## config.mk

```make
export PLATFORM = sky130hd
export DESIGN_NAME = alarm_unit
export DESIGN_NICKNAME = d
export VERILOG_FILES = /design/src/rtl/alarm_pkg.sv /design/src/rtl/alarm_unit_rise_detect.sv /design/src/rtl/alarm_unit.sv
export SDC_FILE = /design/constraint.sdc
export NUM_CORES = 1
export LEC_CHECK = 0
export BUFFER_PORTS_ARGS = -buffer_cell sky130_fd_sc_hd__buf_2
export CAP_MARGIN = 20
export CELL_PAD_IN_SITES_DETAIL_PLACEMENT = 1
export CELL_PAD_IN_SITES_GLOBAL_PLACEMENT = 2
export CORE_ASPECT_RATIO = 0.5
export CORE_UTILIZATION = 33
export DETAILED_ROUTE_END_ITERATION = 7
export GPL_TIMING_DRIVEN = 0
export PLACE_DENSITY = 0.91
export SETUP_SLACK_MARGIN = 0.15
export SYNTH_ARGS = -nofsm -noshare
export SYNTH_HDL_FRONTEND = slang
export SYNTH_SLANG_ARGS = --single-unit
export TNS_END_PERCENT = 10
```

## constraint.sdc

```tcl
create_clock -name clk -period 3.2 [get_ports clk]
set_input_delay 0.96 -clock clk [delete_from_list [all_inputs] [get_ports clk]]
set_output_delay 0.96 -clock clk [all_outputs]
set_load 0.005 [all_outputs]
```

## src/rtl/alarm_pkg.sv

```systemverilog
// Shared types and helpers for the daily alarm stage.
// Pure definitions: no state, no latency, no flow control.
package alarm_pkg;

  typedef enum logic [1:0] {
    IDLE   = 2'd0,
    SET    = 2'd1,
    RING   = 2'd2,
    SNOOZE = 2'd3
  } state_t;

  localparam logic [4:0] HOUR_MAX = 5'd23;
  localparam logic [5:0] MIN_MAX  = 6'd59;

  typedef struct packed {
    logic [4:0] hours;
    logic [5:0] minutes;
  } hm_t;

  // Adds 0..59 minutes to an hour:minute, carrying into hours and wrapping at midnight.
  function automatic hm_t hm_add(input hm_t t, input logic [5:0] add);
    hm_t        r;
    logic [6:0] m_sum;
    m_sum = {1'b0, t.minutes} + {1'b0, add};
    if (m_sum > {1'b0, MIN_MAX}) begin
      r.minutes = 6'(m_sum - 7'd60);
      r.hours   = (t.hours == HOUR_MAX) ? 5'd0 : t.hours + 5'd1;
    end else begin
      r.minutes = m_sum[5:0];
      r.hours   = t.hours;
    end
    return r;
  endfunction

endpackage

```

## src/rtl/alarm_unit_rise_detect.sv

```systemverilog
// One-bit rising-edge detector on a debounced key level.
// Combinational pulse in the cycle the level first reads high; no backpressure.
module rise_detect (
  input  logic clk,
  input  logic rst_n,
  input  logic level,
  output logic rise
);

  logic level_q;

  always_ff @(posedge clk) begin
    if (!rst_n) level_q <= 1'b0;
    else        level_q <= level;
  end

  assign rise = level & ~level_q;

endmodule

```

## src/rtl/alarm_unit.sv

```systemverilog
// Daily alarm: set mode, trigger on the alarm instant, ring with snooze/stop/timeout.
// Outputs registered, one cycle after the causing input; no backpressure, keys act on rising edges.
module alarm_unit
  import alarm_pkg::*;
#(
  parameter int RING_SECONDS   = 60,
  parameter int SNOOZE_MINUTES = 5
) (
  input  logic       clk,
  input  logic       rst_n,
  input  logic       sec_tick,
  input  logic       sw_alarm,
  input  logic       alarm_en,
  input  logic       key_next,
  input  logic       key_inc,
  input  logic       key_dec,
  input  logic       key_snooze,
  input  logic       key_stop,
  input  logic [4:0] cur_hours,
  input  logic [5:0] cur_minutes,
  input  logic [5:0] cur_seconds,
  output logic [4:0] alarm_hours,
  output logic [5:0] alarm_minutes,
  output logic       field_sel,
  output logic       play_sound,
  output logic       snoozing
);

  localparam int             CW        = $clog2(RING_SECONDS + 1);
  localparam logic [CW-1:0]  RING_LAST = CW'(RING_SECONDS - 1);
  localparam logic [5:0]     SNZ_MIN   = 6'(SNOOZE_MINUTES);

  logic next_e, inc_e, dec_e, snooze_e, stop_e;

  rise_detect u_next   (.clk(clk), .rst_n(rst_n), .level(key_next),   .rise(next_e));
  rise_detect u_inc    (.clk(clk), .rst_n(rst_n), .level(key_inc),    .rise(inc_e));
  rise_detect u_dec    (.clk(clk), .rst_n(rst_n), .level(key_dec),    .rise(dec_e));
  rise_detect u_snooze (.clk(clk), .rst_n(rst_n), .level(key_snooze), .rise(snooze_e));
  rise_detect u_stop   (.clk(clk), .rst_n(rst_n), .level(key_stop),   .rise(stop_e));

  state_t        state;
  logic [CW-1:0] ring_cnt;
  hm_t           target;
  hm_t           cur_hm;
  hm_t           alarm_hm;
  logic          at_alarm, at_target, ring_done;

  assign cur_hm    = '{hours: cur_hours, minutes: cur_minutes};
  assign alarm_hm  = '{hours: alarm_hours, minutes: alarm_minutes};
  assign at_alarm  = sec_tick && (cur_seconds == 6'd0) && (cur_hm == alarm_hm);
  assign at_target = sec_tick && (cur_seconds == 6'd0) && (cur_hm == target);
  // The entry tick is not counted, so the last counted tick sees RING_SECONDS-1.
  assign ring_done = sec_tick && (ring_cnt == RING_LAST);

  always_ff @(posedge clk) begin
    if (!rst_n) begin
      state         <= IDLE;
      alarm_hours   <= 5'd0;
      alarm_minutes <= 6'd0;
      field_sel     <= 1'b0;
      play_sound    <= 1'b0;
      snoozing      <= 1'b0;
      ring_cnt      <= '0;
      target        <= '0;
    end else if (sw_alarm) begin
      state      <= SET;
      play_sound <= 1'b0;
      snoozing   <= 1'b0;
      if (state == SET) begin
        if (next_e) field_sel <= ~field_sel;
        if (inc_e && !dec_e) begin
          if (!field_sel) alarm_hours   <= (alarm_hours == HOUR_MAX) ? 5'd0 : alarm_hours + 5'd1;
          else            alarm_minutes <= (alarm_minutes == MIN_MAX) ? 6'd0 : alarm_minutes + 6'd1;
        end else if (dec_e && !inc_e) begin
          if (!field_sel) alarm_hours   <= (alarm_hours == 5'd0) ? HOUR_MAX : alarm_hours - 5'd1;
          else            alarm_minutes <= (alarm_minutes == 6'd0) ? MIN_MAX : alarm_minutes - 6'd1;
        end
      end
    end else begin
      case (state)
        SET: state <= IDLE;
        IDLE: begin
          if (alarm_en && at_alarm) begin
            state      <= RING;
            play_sound <= 1'b1;
            ring_cnt   <= '0;
            target     <= alarm_hm;
          end
        end
        RING: begin
          if (!alarm_en || stop_e) begin
            state      <= IDLE;
            play_sound <= 1'b0;
          end else if (snooze_e) begin
            state      <= SNOOZE;
            play_sound <= 1'b0;
            snoozing   <= 1'b1;
            target     <= hm_add(target, SNZ_MIN);
          end else if (ring_done) begin
            state      <= IDLE;
            play_sound <= 1'b0;
          end else if (sec_tick) begin
            ring_cnt <= ring_cnt + CW'(1);
          end
        end
        SNOOZE: begin
          if (!alarm_en || stop_e) begin
            state    <= IDLE;
            snoozing <= 1'b0;
          end else if (at_target) begin
            state      <= RING;
            play_sound <= 1'b1;
            snoozing   <= 1'b0;
            ring_cnt   <= '0;
          end
        end
        default: state <= IDLE;
      endcase
    end
  end

endmodule

```

### Word level (Yosys, flattened, before mapping)

Cells that the tools add are included.

| word-level totals | value |
|---|---|
| register bits | 38 |
| word-level logic and storage cells | 140 |
| input port bits | 27 |
| output and inout bits | 14 |

| operators by class | value |
|---|---|
| reductions and logical operators | 30 |
| equal/unequal tests | 27 |
| order comparisons | 1 |
| add/subtract/negate cells | 8 |
| bitwise logic cells | 13 |
| mux-type cells | 46 |

Operators with widths:

| operator | number |
|---|---|
| 6-bit two-way mux | 13 |
| 11-bit two-way mux | 4 |
| 5-bit two-way mux | 7 |
| 2-bit != test (second input constant) | 13 |
| 11-bit equality test | 2 |
| 11-bit case mux with 2 select lines | 1 |
| 5-bit AND reduction | 4 |
| 6-bit case mux with 3 select lines | 1 |
| 6-bit by 1-bit adder with 6-bit output (second input constant) | 2 |
| 6-bit equality test (second input constant) | 2 |
| 6-bit logical NOT | 2 |
| 2-bit two-way mux | 6 |
| 1-bit two-way mux | 11 |
| 5-bit by 1-bit adder with 5-bit output (second input constant) | 2 |
| 5-bit equality test (second input constant) | 2 |
| 3-bit AND reduction | 3 |
| 9-bit AND reduction | 1 |
| 4-bit != test (second input constant) | 2 |
| 1-bit inverter | 8 |
| 2-bit case mux with 4 select lines | 1 |
| 6-bit by 3-bit adder with 7-bit output (second input constant) | 1 |
| 7-bit by 6-bit > comparator with 1-bit output (second input constant) | 1 |
| 1-bit logical AND | 7 |
| 3-bit != test (second input constant) | 2 |
| other kinds (18) | 27 |

### Longest topological paths before layout

Gate-level depths: netlist (run 1).

| depth | value |
|---|---|
| depth after elaboration | 7 |
| gate-level depth with buffers | 10 |
| mapped depth without buffers | 10 |

### Modules after synthesis

Synthesis (run 1) repeated with hierarchy kept, for this count alone.

| second synthesis, totals | value |
|---|---|
| cells, all modules | 385 |
| area, all modules | 3144.3 um^2 |

Modules (own cells, without submodules):

| module | instances | cells an instance | area each (um^2) | sequential area each (um^2) |
|---|---|---|---|---|
| alarm_unit | 1 | 370 | 2944.1 | 660.6 |
| rise_detect | 5 | 3 | 40.0 | 20.0 |

### Worst setup path before layout (run 1)

No wires, ideal clock.

| timing | value |
|---|---|
| kind | input-to-reg |
| start | input port cur_seconds[2] |
| end | register target[7] in the netlist's numbering |
| arrival time | 2.547 ns |
| required time | 3.084 ns |
| stages | 6 |
| setup slack | 0.537 ns |
| library setup time | 0.116 ns |
| path buffers | 0 |
| cells stage by stage | or4b_4 nor4_4 nand4b_1 a21boi_2 o311ai_0 o211a_1 |

| between the ends | value |
|---|---|
| word-level cells in the longest chain between the ends | 6 |

RTL lines:

| element | RTL line | source |
|---|---|---|
| start, declared | alarm_unit.sv:21 | `input logic [5:0] cur_seconds,` |
| 6-bit logical NOT | alarm_unit.sv:50 | `assign at_alarm = sec_tick && (cur_seconds == 6'd0) && (cur_hm == alarm_hm);` |
| 1-bit logical AND (2 in series) | alarm_unit.sv:50 |  |
| 1-bit logical AND | alarm_unit.sv:83 | `if (alarm_en && at_alarm) begin` |
| 2-bit != test (no line) | n/a |  |
| 6-bit AND reduction (no line) | n/a |  |
| end signal, assigned | alarm_unit.sv:87 | `target <= alarm_hm;` |
| end signal, assigned | alarm_unit.sv:98 | `target <= hm_add(target, SNZ_MIN);` |
| end, declared | alarm_unit.sv:43 | `hm_t target;` |

Every way passes these cells.
A chain may end at the register's enable or synchronous reset.

### Final worst setup path (run 1)

| timing | value |
|---|---|
| start | input port key_inc |
| end | register alarm_minutes[0] |

| between the ends | value |
|---|---|
| word-level cells in the longest chain between the ends | 5 |
| elaborated cells on any way between the ends | 9 |
| classes of those cells | eq/ne: 2; mux: 1; bitwise: 1; reduce/logical: 5 |

RTL lines:

| element | RTL line | source |
|---|---|---|
| start, declared | alarm_unit.sv:15 | `input logic key_inc,` |
| 1-bit AND * | alarm_unit_rise_detect.sv:17 | `assign rise = level & ~level_q;` |
| 1-bit logical NOT | alarm_unit.sv:74 | `end else if (dec_e && !inc_e) begin` |
| 1-bit logical AND | alarm_unit.sv:74 |  |
| 2-bit != test (no line) or 2-bit nonzero test (tied branches) | n/a |  |
| 5-bit AND reduction (no line) | n/a |  |
| end signal, assigned | alarm_unit.sv:73 | `else alarm_minutes <= (alarm_minutes == MIN_MAX) ? 6'd0 : alarm_minutes + 6'd1;` |
| end signal, assigned | alarm_unit.sv:76 | `else alarm_minutes <= (alarm_minutes == 6'd0) ? MIN_MAX : alarm_minutes - 6'd1;` |
| end, declared | alarm_unit.sv:23 | `output logic [5:0] alarm_minutes,` |

Every way passes the cells marked *; elsewhere a longest branch is shown, timed or not.

==> results.txt, run 1 <==
die footprint = 0.009039 mm2
# clock sinks = 38
DP Cell Count = 522
routability-driven placement congestion ratio = 0.8224
kind of critical path = primary input to register
#FFs+latches synth = 38
CP max stage delay = 0.69 ns
Initial Utilization = 0.3489
drt initial violations = 149
async set-reset flop share out of synthesis = 0
Slew Limit Fails = 0
Netlist cell types = 62
Finished Cell Area = 0.003393 mm2
synth warn = 0
antenna violations before repair = 0
Pre-Repair DR Iteration Count = 4
I/O Buffers = 39
Post-Route WL = 9080 um
Slew headroom = 0.3981
post-synth top area share = 0.2668
crit path max fanout = 8
post-cts sizing count = 0
Finished Layout Cells = 530
Syn Inst Count = 371
Layout Nets = 457
worst path bufs/invs = 2
slowest CP cell = nor3_1
Inserted Clock Buffers = 5
Setup Viol. Count Final = 0
antenna cells = 0
# rows = 23
largest net degree at the start of global routing = 13
post-DR vias/cell = 5.466
RSZ-0062 raised after global routing = yes
status = finished clean
CTS tree = done
Main synth FF type = dfxtp_1
clock-pin slew on the worst setup and hold paths = 0.06 ns
HP Class = register to register
clock root buffer = clkbuf_16
area of the mapped netlist = 0.002851 mm2
gr usage total = 0.2079
most used cell, CP = nor2_1
first-pass GRT wire length = 14310 um
# IOs = 41
dpl cell area = 0.003187 mm2
gr ovfl total = 0
total negative slack = 0 ns
area leader, netlist = dfxtp_1
Clk Latency, worst-skew pair = 0.29 ns
Leak = 0.001306 uW
drt wl/cell = 17.13 um
# Post-CTS Setup Buffers = 0
Post-synth EDFFs = 0
CP endpoint kind = register
CP Data Arrival Time = 3.11 ns
f_max = 343.8 MHz
synth top area cells = dfxtp_1 (27%), ha_1 (5.7%), a21oi_1 (4.6%), nand2_1 (4.3%), nor2_1 (4.3%)
hpwl dp = 6557 um
critical path startpoint category = primary input
layout cell share with drive strength beyond 1 = 0.1627
final setup skew = 0.001941 ns
Critical Path RT = 3.40 ns
fill cell total of the finished layout = 1038
Core ar. = 0.008173 mm2
Slew @ Worst Pin = 0.8960 ns
Max Root-Sink Buffers = 2
Syn Area/Cell = 7.686 um2
H-tree levels = 2
PwrDens = 389.6 mW/mm2
vias in the first global route = 2724
Die Y = 67.73 um
sequential area share after synthesis = 0.2668
Worst path top cell family by delay = simple AND/OR/NAND/NOR gates
internal reg-to-reg setup slack = 0.53 ns
hold_buf cts = 0
Max VDD drop = 171.0 uV
period utilisation layout = 0.9090
DRC Markers = 0
Area growth syn-to-layout = 19.00%
cells along the critical path = buf_2, nor2b_1, ha_1, clkbuf_1, nor2_1, nor2_1, nor3_1, o21ai_0, a211oi_1
final count of hold timing violations = 0
Mapped Nets = 411
via count = 2897
max_cap viols = 0
antenna viol nets, final = 0
crit path time final = 2.909 ns
Die X = 133.5 um
## final cells by class
cell class	count	area (um2)	share of cell area
timing repair buffer	39	195.2	0.05752
buffer	20	88.84	0.02618
multi-input combinational	291	1927	0.5678
tap	112	140.1	0.04130
inverter	22	82.58	0.02434
clock inverter	2	60.06	0.01770
clock buffer	6	138.9	0.04093
sequential	38	760.7	0.2242
## cell usage after synthesis, types with 8 or more instances
| library cell | number |
|---|---|
| xnor2_1 | 11 |
| ha_1 | 13 |
| nor3_1 | 13 |
| nand2_1 | 33 |
| a31oi_1 | 8 |
| xor2_1 | 12 |
| a21oi_1 | 26 |
| o21ai_0 | 23 |
| clkbuf_1 | 13 |
| inv_1 | 21 |
| nand3_1 | 17 |
| dfxtp_1 | 38 |
| nor2_1 | 33 |
## worst paths after layout
| kind | to | start | cells past startpoint |
|---|---|---|---|
| setup / recovery | alarm_minutes[0] | key_inc | 9 |
| hold / removal | ring_cnt[5] | ring_cnt[5] | 1 |
| setup reg to reg | target[0] | alarm_hours[2] | 8 |
| hold reg to reg | ring_cnt[5] | ring_cnt[5] | 1 |
## report_power, final
part	leakage (uW)	switching [uW]	internal [uW]
clock network	0.0000971	214	468
registers	0.000308	9.30	481
logic	0.000901	90.6	59.0
## flip-flops by register name, indices dropped and copies added, names as in the netlist
register          cells
target               11
alarm_minutes         6
ring_cnt              6
alarm_hours           5
state                 2
field_sel             1
play_sound            1
snoozing              1
u_dec.level_q         1
u_inc.level_q         1
u_next.level_q        1
u_snooze.level_q      1
u_stop.level_q        1
## stage by stage
step	hold WS [ns]	setup slack (ns)	power, uW	util
detailed placement	0.4681	0.04158	647.2	0.3899
CTS	0.4813	0.2933	1330	0.4143
finish	0.4864	0.2913	1322	0.4152
global placement	0.4614	0.05623	645.0	0.3899
floorplan	0.4314	0.5373	588.9	-
global route	0.4931	0.09853	1367	0.4152
## cell usage in the layout, fill, tap and decap left out, types with 13 or more instances in the layout
| cell type | Yosys | layout |
|---|---|---|
| ha_1 | 13 | 13 |
| nand2_1 | 33 | 33 |
| o21ai_0 | 23 | 23 |
| buf_2 | 5 | 44 |
| nor2_1 | 33 | 33 |
| nand3_1 | 17 | 17 |
| dfxtp_1 | 38 | 38 |
| nor3_1 | 13 | 13 |
| a21oi_1 | 26 | 26 |
| inv_1 | 21 | 21 |
| clkbuf_1 | 13 | 13 |
## metal layers
| metal | wire length (um) | GRT usage |
|---|---|---|
| met4 | 109 | 0.06676 |
| met5 | 0 | 0 |
| met1 | 4579 | 0.2795 |
| met3 | 272 | 0.03904 |
| met2 | 4118 | 0.3392 |
## cell families after synthesis
kind of cell / Yosys count / synth area share
AOI/OAI and AO/OA: 100 / 0.2383
DFF: 38 / 0.2668
xor gates and xnor gates: 25 / 0.08205
and+or+nand+nor: 145 / 0.2672
adders and majority gates: 13 / 0.05704
muxes: 8 / 0.02852
buffers and inverters: 42 / 0.06011
## worst register-to-register path, stage by stage (launching register included)
cell      delay, ns
dfxtp_1        0.32
clkbuf_1       0.36
xnor2_1        0.17
nand4_1        0.13
nor4_1         0.39
nand4b_1       0.40
a21boi_4       0.45
mux2i_1        0.23
a21oi_1        0.08
Power figures use the tool's default switching activity.
==> run 2: changes to the inputs <==
- ABC_AREA: not set -> 1
- CORE_UTILIZATION: 33 -> 32
- CTS_CLUSTER_SIZE: not set -> 28
- PLACE_DENSITY: 0.91 -> 0.93
==> run 2 against run 1 <==
Net effect:
- the flow now finishes with violations (DRC)
- final area grew 2.4%
- critical path depth grew 1
- global-route usage shrank 0.50 points
- combinational power grew 67%
- hold slack lost 0.025 ns
- wire length grew 1.1%
- via count grew 4.6%
- first-iteration DRC count grew 19%
- power shrank 2.0%
- cell count grew 15%
- largest cell class unchanged
- largest power group unchanged
==> results.txt, run 2 <==
Min-Delay Startpoint = play_sound
Mapped Nets = 486 (+18%)
drt wl/cell = 15.03 um (-12%)
CP Data Arrival Time = 2.71 ns (-0.40 ns)
sequential area share after synthesis = 0.2555 (-0.01132)
Initial Utilization = 0.3362 (-0.01274)
antenna viol nets, final = 0 (unchanged)
antenna violations before repair = 0 (unchanged)
RR Endpoint = target[6]
crit path max fanout = 8 (unchanged)
Leak = 0.001561 uW (+20%)
commonest non-fill, non-tap cell in the layout = nand2_1
layout cell share with drive strength beyond 1 = 0.1802 (+0.01748)
# rows = 24 (+4.3%)
drt initial violations = 178 (+19%)
Syn Inst Count = 446 (+20%)
Max VDD drop = 179.4 uV (+4.9%)
# IOs = 41 (unchanged)
clock root buffer = clkbuf_16
synth top area cells = dfxtp_1 (26%), nand2_1 (10%), inv_1 (6.8%), nor2_1 (5.9%), xor2_1 (5.6%)
Layout Nets = 533 (+17%)
Pre-Repair DR Iteration Count = 6 (+2)
Slew headroom = 0.5468 (+0.1487)
die footprint = 0.009719 mm2 (+7.5%)
f_max = 397.2 MHz (+16%)
worst hold endpoint = play_sound
critical path startpoint category = primary input
post-synth top area share = 0.2555 (-0.01132)
r2r worst-path depth = 9 (+1)
failing checks = DRC
status = complete, but fails checks
kind of critical path = primary input to register
routability-driven placement congestion ratio = 0.8001 (-2.7%)
final setup skew = 0.004170 ns (+0.002229 ns)
post-cts sizing count = 0 (unchanged)
Max Root-Sink Buffers = 2 (unchanged)
fin util = 0.3924 (-0.02281)
Largest regs = target x11, alarm_minutes x6, ring_cnt x6
crit path time final = 2.517 ns (-0.3912 ns)
largest net degree at the start of global routing = 13 (unchanged)
Netlist cell types = 38 (-39%)
most frequent cells in the layout = nand2_1 (82), inv_1 (54), nor2_1 (47)
DRC Markers = 4 (+4)
most flop-heavy register = target
final count of hold timing violations = 0 (unchanged)
RSZ-0062 raised after global routing = no
Die X = 138.4 um (+3.7%)
via count = 3030 (+4.6%)
CTS tree = done
gr ovfl total = 0 (unchanged)
first-pass GRT wire length = 15530 um (+8.5%)
Post-synth EDFFs = 0 (unchanged)
Area growth syn-to-layout = 16.72%
# Post-CTS Setup Buffers = 0 (unchanged)
Die Y = 70.21 um (+3.7%)
# clock sinks = 38 (unchanged)
vias in the first global route = 3081 (+13%)
commonest cells in the synthesized netlist = nand2_1 (82), inv_1 (54), nor2_1 (47), dfxtp_1 (38), a21oi_1 (31)
gr usage total = 0.2030 (-0.004977)
HP Class = register to register
Main synth FF type = dfxtp_1
Core ar. = 0.008859 mm2 (+8.4%)
clock-pin slew on the worst setup and hold paths = 0.06 ns (about the same)
H-tree levels = 2 (unchanged)
post-DR vias/cell = 4.959 (-9.3%)
Slew Limit Fails = 0 (unchanged)
area leader, netlist = dfxtp_1
Hold Path Stages = 2 (+1)
Clk Latency, worst-skew pair = 0.29 ns (about the same)
Post-Route WL = 9181 um (+1.1%)
Critical Path RT = 3.39 ns (about the same)
top-count cell post-synth = nand2_1
Slew @ Worst Pin = 0.6798 ns (-0.2162 ns)
max FFs per register = 11 (unchanged)
hold_buf cts = 0 (unchanged)
CP endpoint kind = register
Syn Area/Cell = 6.677 um2 (-13%)
synth warn = 0 (unchanged)
#FFs+latches synth = 38 (unchanged)
period utilisation layout = 0.7867 (-0.1223)
antenna cells = 0 (unchanged)
area of the mapped netlist = 0.002978 mm2 (+4.4%)
max_cap viols = 0 (unchanged)
DP Cell Count = 603 (+16%)
Finished Layout Cells = 611 (+15%)
total negative slack = 0 ns (unchanged)
I/O Buffers = 40 (+2.6%)
PwrDens = 372.6 mW/mm2 (-4.4%)
Setup Viol. Count Final = 0 (unchanged)
async set-reset flop share out of synthesis = 0 (unchanged)
hpwl dp = 7247 um (+11%)
minimum hold slack = 0.4616 ns (-0.02477 ns)
fill cell total of the finished layout = 1179 (+14%)
Critical R2R Launch = target[0]
Inserted Clock Buffers = 5 (unchanged)
internal reg-to-reg setup slack = 1.09 ns (+0.56 ns)
-- run 2: cell types whose count changed after synthesis, moves of 7 or more --
cell | previous run | this run
nand2_1 | 33 | 82
inv_1 | 21 | 54
nor2_1 | 33 | 47
nand3_1 | 17 | 28
nand4_1 | 3 | 14
clkbuf_1 | 13 | 3
inv_2 | 1 | 10
o21ai_1 | 0 | 8
mux2i_1 | 7 | 0
or3_1 | 7 | 0
xor2_1 | 12 | 19
-- run 2: cells by family after synthesis --
kind of cell	share of synthesized area
AOI/OAI and AO/OA	0.1479
xor gates and xnor gates	0.08529
adders and majority gates	0.05462
buffers and inverters	0.1038
DFF	0.2555
and+or+nand+nor	0.3529
-- run 2: how the worst max path moves through the flow --
| stage | startpoint | slack [ns] | end | cells past startpoint |
|---|---|---|---|---|
| global placement | key_dec | 0.48 | alarm_minutes[3] | 10 |
| floorplan | key_dec | 0.92 | alarm_minutes[3] | 9 |
| CTS | key_dec | 0.69 | alarm_minutes[3] | 10 |
| detailed placement | key_dec | 0.39 | alarm_minutes[3] | 10 |
| finish | key_dec | 0.68 | alarm_minutes[3] | 10 |
| global route | key_dec | 0.52 | alarm_minutes[3] | 10 |
-- run 2: cell type report --
type | instances | area (um2) | share of cell area
Inverter | 66 | 260.3 | 0.07487
Buffer | 9 | 48.80 | 0.01404
Multi-Input combinational cell | 333 | 1908 | 0.5490
Sequential cell | 38 | 760.7 | 0.2189
Tap cell | 117 | 146.4 | 0.04212
Timing Repair Buffer | 40 | 200.2 | 0.05760
Clock inverter | 2 | 12.51 | 0.003600
Clock buffer | 6 | 138.9 | 0.03996
-- run 2: layer usage --
metal,track usage,up-vias,routed length (um)
met1,0.2767,1427,4655
met4,0.05493,0,99
met5,0,-,0
met3,0.04047,11,279
met2,0.3260,39,4146
li1,-,1553,-
-- run 2: report_power, final --
part           internal, uW  total [uW]  switching [uW]
clock network           309         529             220
registers               493         515            22.3
logic                  91.6         251             159
total                   894        1300             402
-- run 2: worst max-delay path, cell delays in order --
cell and delay [ns]:
buf_2 0.09, inv_1 0.03, nor2_1 0.16, inv_1 0.07
ha_1 0.21, o21ai_0 0.23, inv_1 0.11, nor3_4 0.30
inv_1 0.21, a221oi_1 0.33
-- run 2: stage by stage --
stage / setup slack, ns / power, uW / area [um2]
2_1_floorplan: 0.9228 / 692.3 / 2978
3_3_place_gp: 0.4759 / 768.1 / 3324
3_5_place_dp: 0.3906 / 775.6 / 3324
4_1_cts: 0.6941 / 1305 / 3476
5_1_grt: 0.5227 / 1367 / 3476
6_report: 0.6825 / 1295 / 3476
==> run 3: changes to the inputs <==
- CORE_UTILIZATION: 32 -> 29
- PLACE_DENSITY: 0.93 -> 0.89
- clock period: 3.2 -> 2.2 ns (I/O delays scaled with it)
==> run 3 against run 2 <==
Net effect:
- the run now ends clean
- hold slack worse by 0.014 ns
- via count increased by 0.40%
- flip-flop and latch count did not move
- register-to-register slack worse by 0.79 ns
- critical path depth fell by 1
- setup slack lost 0.38 ns
- cell count up 2.9%
- sequential power up 46%
- final area is 0.86% higher
- largest cell class unchanged
==> results.txt, run 3 (synthesis results as in run 2) <==
status = finished clean
period utilisation layout = 0.8632
HP Class = register to register
Clk Latency, worst-skew pair = 0.29 ns (about the same)
routability-driven placement congestion ratio = 0.7991 (-0.12%)
Pre-Repair DR Iteration Count = 4 (-2)
layout cell share with drive strength beyond 1 = 0.1903 (+0.01012)
worst hold endpoint = play_sound
H-tree levels = 2 (unchanged)
CP Data Arrival Time = 2.12 ns (-0.59 ns)
f_max = 526.6 MHz
Post-Route WL = 8901 um (-3.0%)
pre-CTS WS = -0.1425 ns (-0.5331 ns)
via count = 3042 (+0.40%)
Final WS setup = 0.3010 ns (-0.3815 ns)
Slew Limit Fails = 0 (unchanged)
r2r worst-path depth = 9 (unchanged)
# rows = 25 (+4.2%)
internal reg-to-reg setup slack = 0.30 ns (-0.79 ns)
# clock sinks = 38 (unchanged)
Max Root-Sink Buffers = 2 (unchanged)
Slew @ Worst Pin = 0.6295 ns (-0.05026 ns)
antenna violations before repair = 0 (unchanged)
RR Endpoint = target[8]
Min-Delay Startpoint = play_sound
Inserted Clock Buffers = 5 (unchanged)
DRC Markers = 0 (-4)
# Post-CTS Setup Buffers = 0 (unchanged)
Die X = 145.3 um (+5.0%)
RSZ-0062 raised after global routing = yes
minimum hold slack = 0.4477 ns (-0.01394 ns)
Setup Viol. Count Final = 0 (unchanged)
# IOs = 41 (unchanged)
hpwl dp = 6915 um (-4.6%)
Finished Layout Cells = 629 (+2.9%)
max_cap viols = 0 (unchanged)
critical path startpoint category = register
kind of critical path = register to register
Critical Path RT = 2.42 ns (-0.97 ns)
Slew headroom = 0.5803 (+0.03351)
post-DR vias/cell = 4.836 (-2.5%)
most frequent cells in the layout = nand2_1 (82), inv_1 (53), nor2_1 (46)
Leak = 0.001567 uW (+0.37%)
Initial Utilization = 0.3071 (-0.02906)
crit path max fanout = 6 (-2)
final setup skew = 0.007762 ns (+0.003592 ns)
fin util = 0.3615 (-0.03083)
Hold Path Stages = 2 (unchanged)
antenna viol nets, final = 0 (unchanged)
gr usage total = 0.1783 (-0.02464)
drt wl/cell = 14.15 um (-5.8%)
Core ar. = 0.009697 mm2 (+9.5%)
drt initial violations = 188 (+5.6%)
Die Y = 73.66 um (+4.9%)
hold_buf cts = 0 (unchanged)
Area growth syn-to-layout = 17.73%
CTS tree = done
clock-pin slew on the worst setup and hold paths = 0.06 ns (about the same)
Largest regs = target x11, alarm_minutes x6, ring_cnt x6
Max VDD drop = 284.7 uV (+59%)
fill cell total of the finished layout = 1291 (+9.5%)
die footprint = 0.01070 mm2 (+10%)
Critical R2R Launch = target[0]
DP Cell Count = 621 (+3.0%)
clock root buffer = clkbuf_16
antenna cells = 0 (unchanged)
crit path time final = 1.899 ns
CP endpoint kind = register
final count of hold timing violations = 0 (unchanged)
gr ovfl total = 0 (unchanged)
largest net degree at the start of global routing = 12 (-1)
max FFs per register = 11 (unchanged)
commonest non-fill, non-tap cell in the layout = nand2_1
most flop-heavy register = target
total power = 1869 uW (+44%)
worst setup path start = target[0]
I/O Buffers = 40 (unchanged)
vias in the first global route = 2964 (-3.8%)
Layout Nets = 533 (unchanged)
first-pass GRT wire length = 14870 um (-4.2%)
PwrDens = 533.2 mW/mm2 (+43%)
[run 3: layout make-up]
| cell class | instances | area (um2) | share of cell area |
|---|---|---|---|
| multi-input combinational | 333 | 1916 | 0.5464 |
| sequential | 38 | 763.2 | 0.2177 |
| inverter | 66 | 260.3 | 0.07423 |
| timing repair buffer | 40 | 200.2 | 0.05710 |
| tap | 135 | 168.9 | 0.04818 |
| clock buffer | 7 | 142.6 | 0.04069 |
| buffer | 9 | 50.05 | 0.01428 |
| clock inverter | 1 | 5.005 | 0.001428 |
[run 3: worst max-delay path by stage]
stage | to | slack, ns
2_1_floorplan | alarm_minutes[3] | 0.22
3_3_place_gp | alarm_minutes[3] | -0.07
3_5_place_dp | alarm_minutes[3] | -0.14
4_1_cts | alarm_minutes[3] | 0.16
5_1_grt | target[8] | 0.11
6_report | target[8] | 0.30
[run 3: stage by stage]
stage / area [um2] / setup TNS [ns]
3_5_place_dp: 3347 / -0.3982
6_report: 3506 / 0
2_1_floorplan: 2978 / 0
4_1_cts: 3500 / 0
5_1_grt: 3506 / 0
3_3_place_gp: 3347 / -0.1608
[run 3: power breakdown]
part	switching (uW)	internal, uW	leakage (uW)	total [uW]
Clock	308	450	0.0000739	759
Combinational	226	134	0.00118	360
Sequential	33.2	717	0.000311	751
Total	568	1300	0.00157	1870
[run 3: repair_timing]
item,4_1_cts,5_1_grt
pin swaps,0,0
setup endpoints to repair,4,16
gates resized for setup,1,8
hold endpoints to repair,0,0
[run 3: worst max-delay path: stages, from the launching register on]
cell,delay (ns)
dfxtp_2,0.38
inv_1,0.07
ha_1,0.31
o211ai_1,0.22
nand3_2,0.12
o21bai_4,0.21
nand3_2,0.17
o21ai_0,0.19
nor2_1,0.06
nor2_1,0.09
[run 3: per-layer routing]
layer	vias to the layer above	GRT usage	part of all wire	routed length, um
met1	1432	0.2331	0.50	4470
li1	1556	-	-	-
met2	45	0.3072	0.45	3987
met4	0	0.04094	0.0092	82
met3	9	0.03478	0.040	359
met5	-	0	0	0
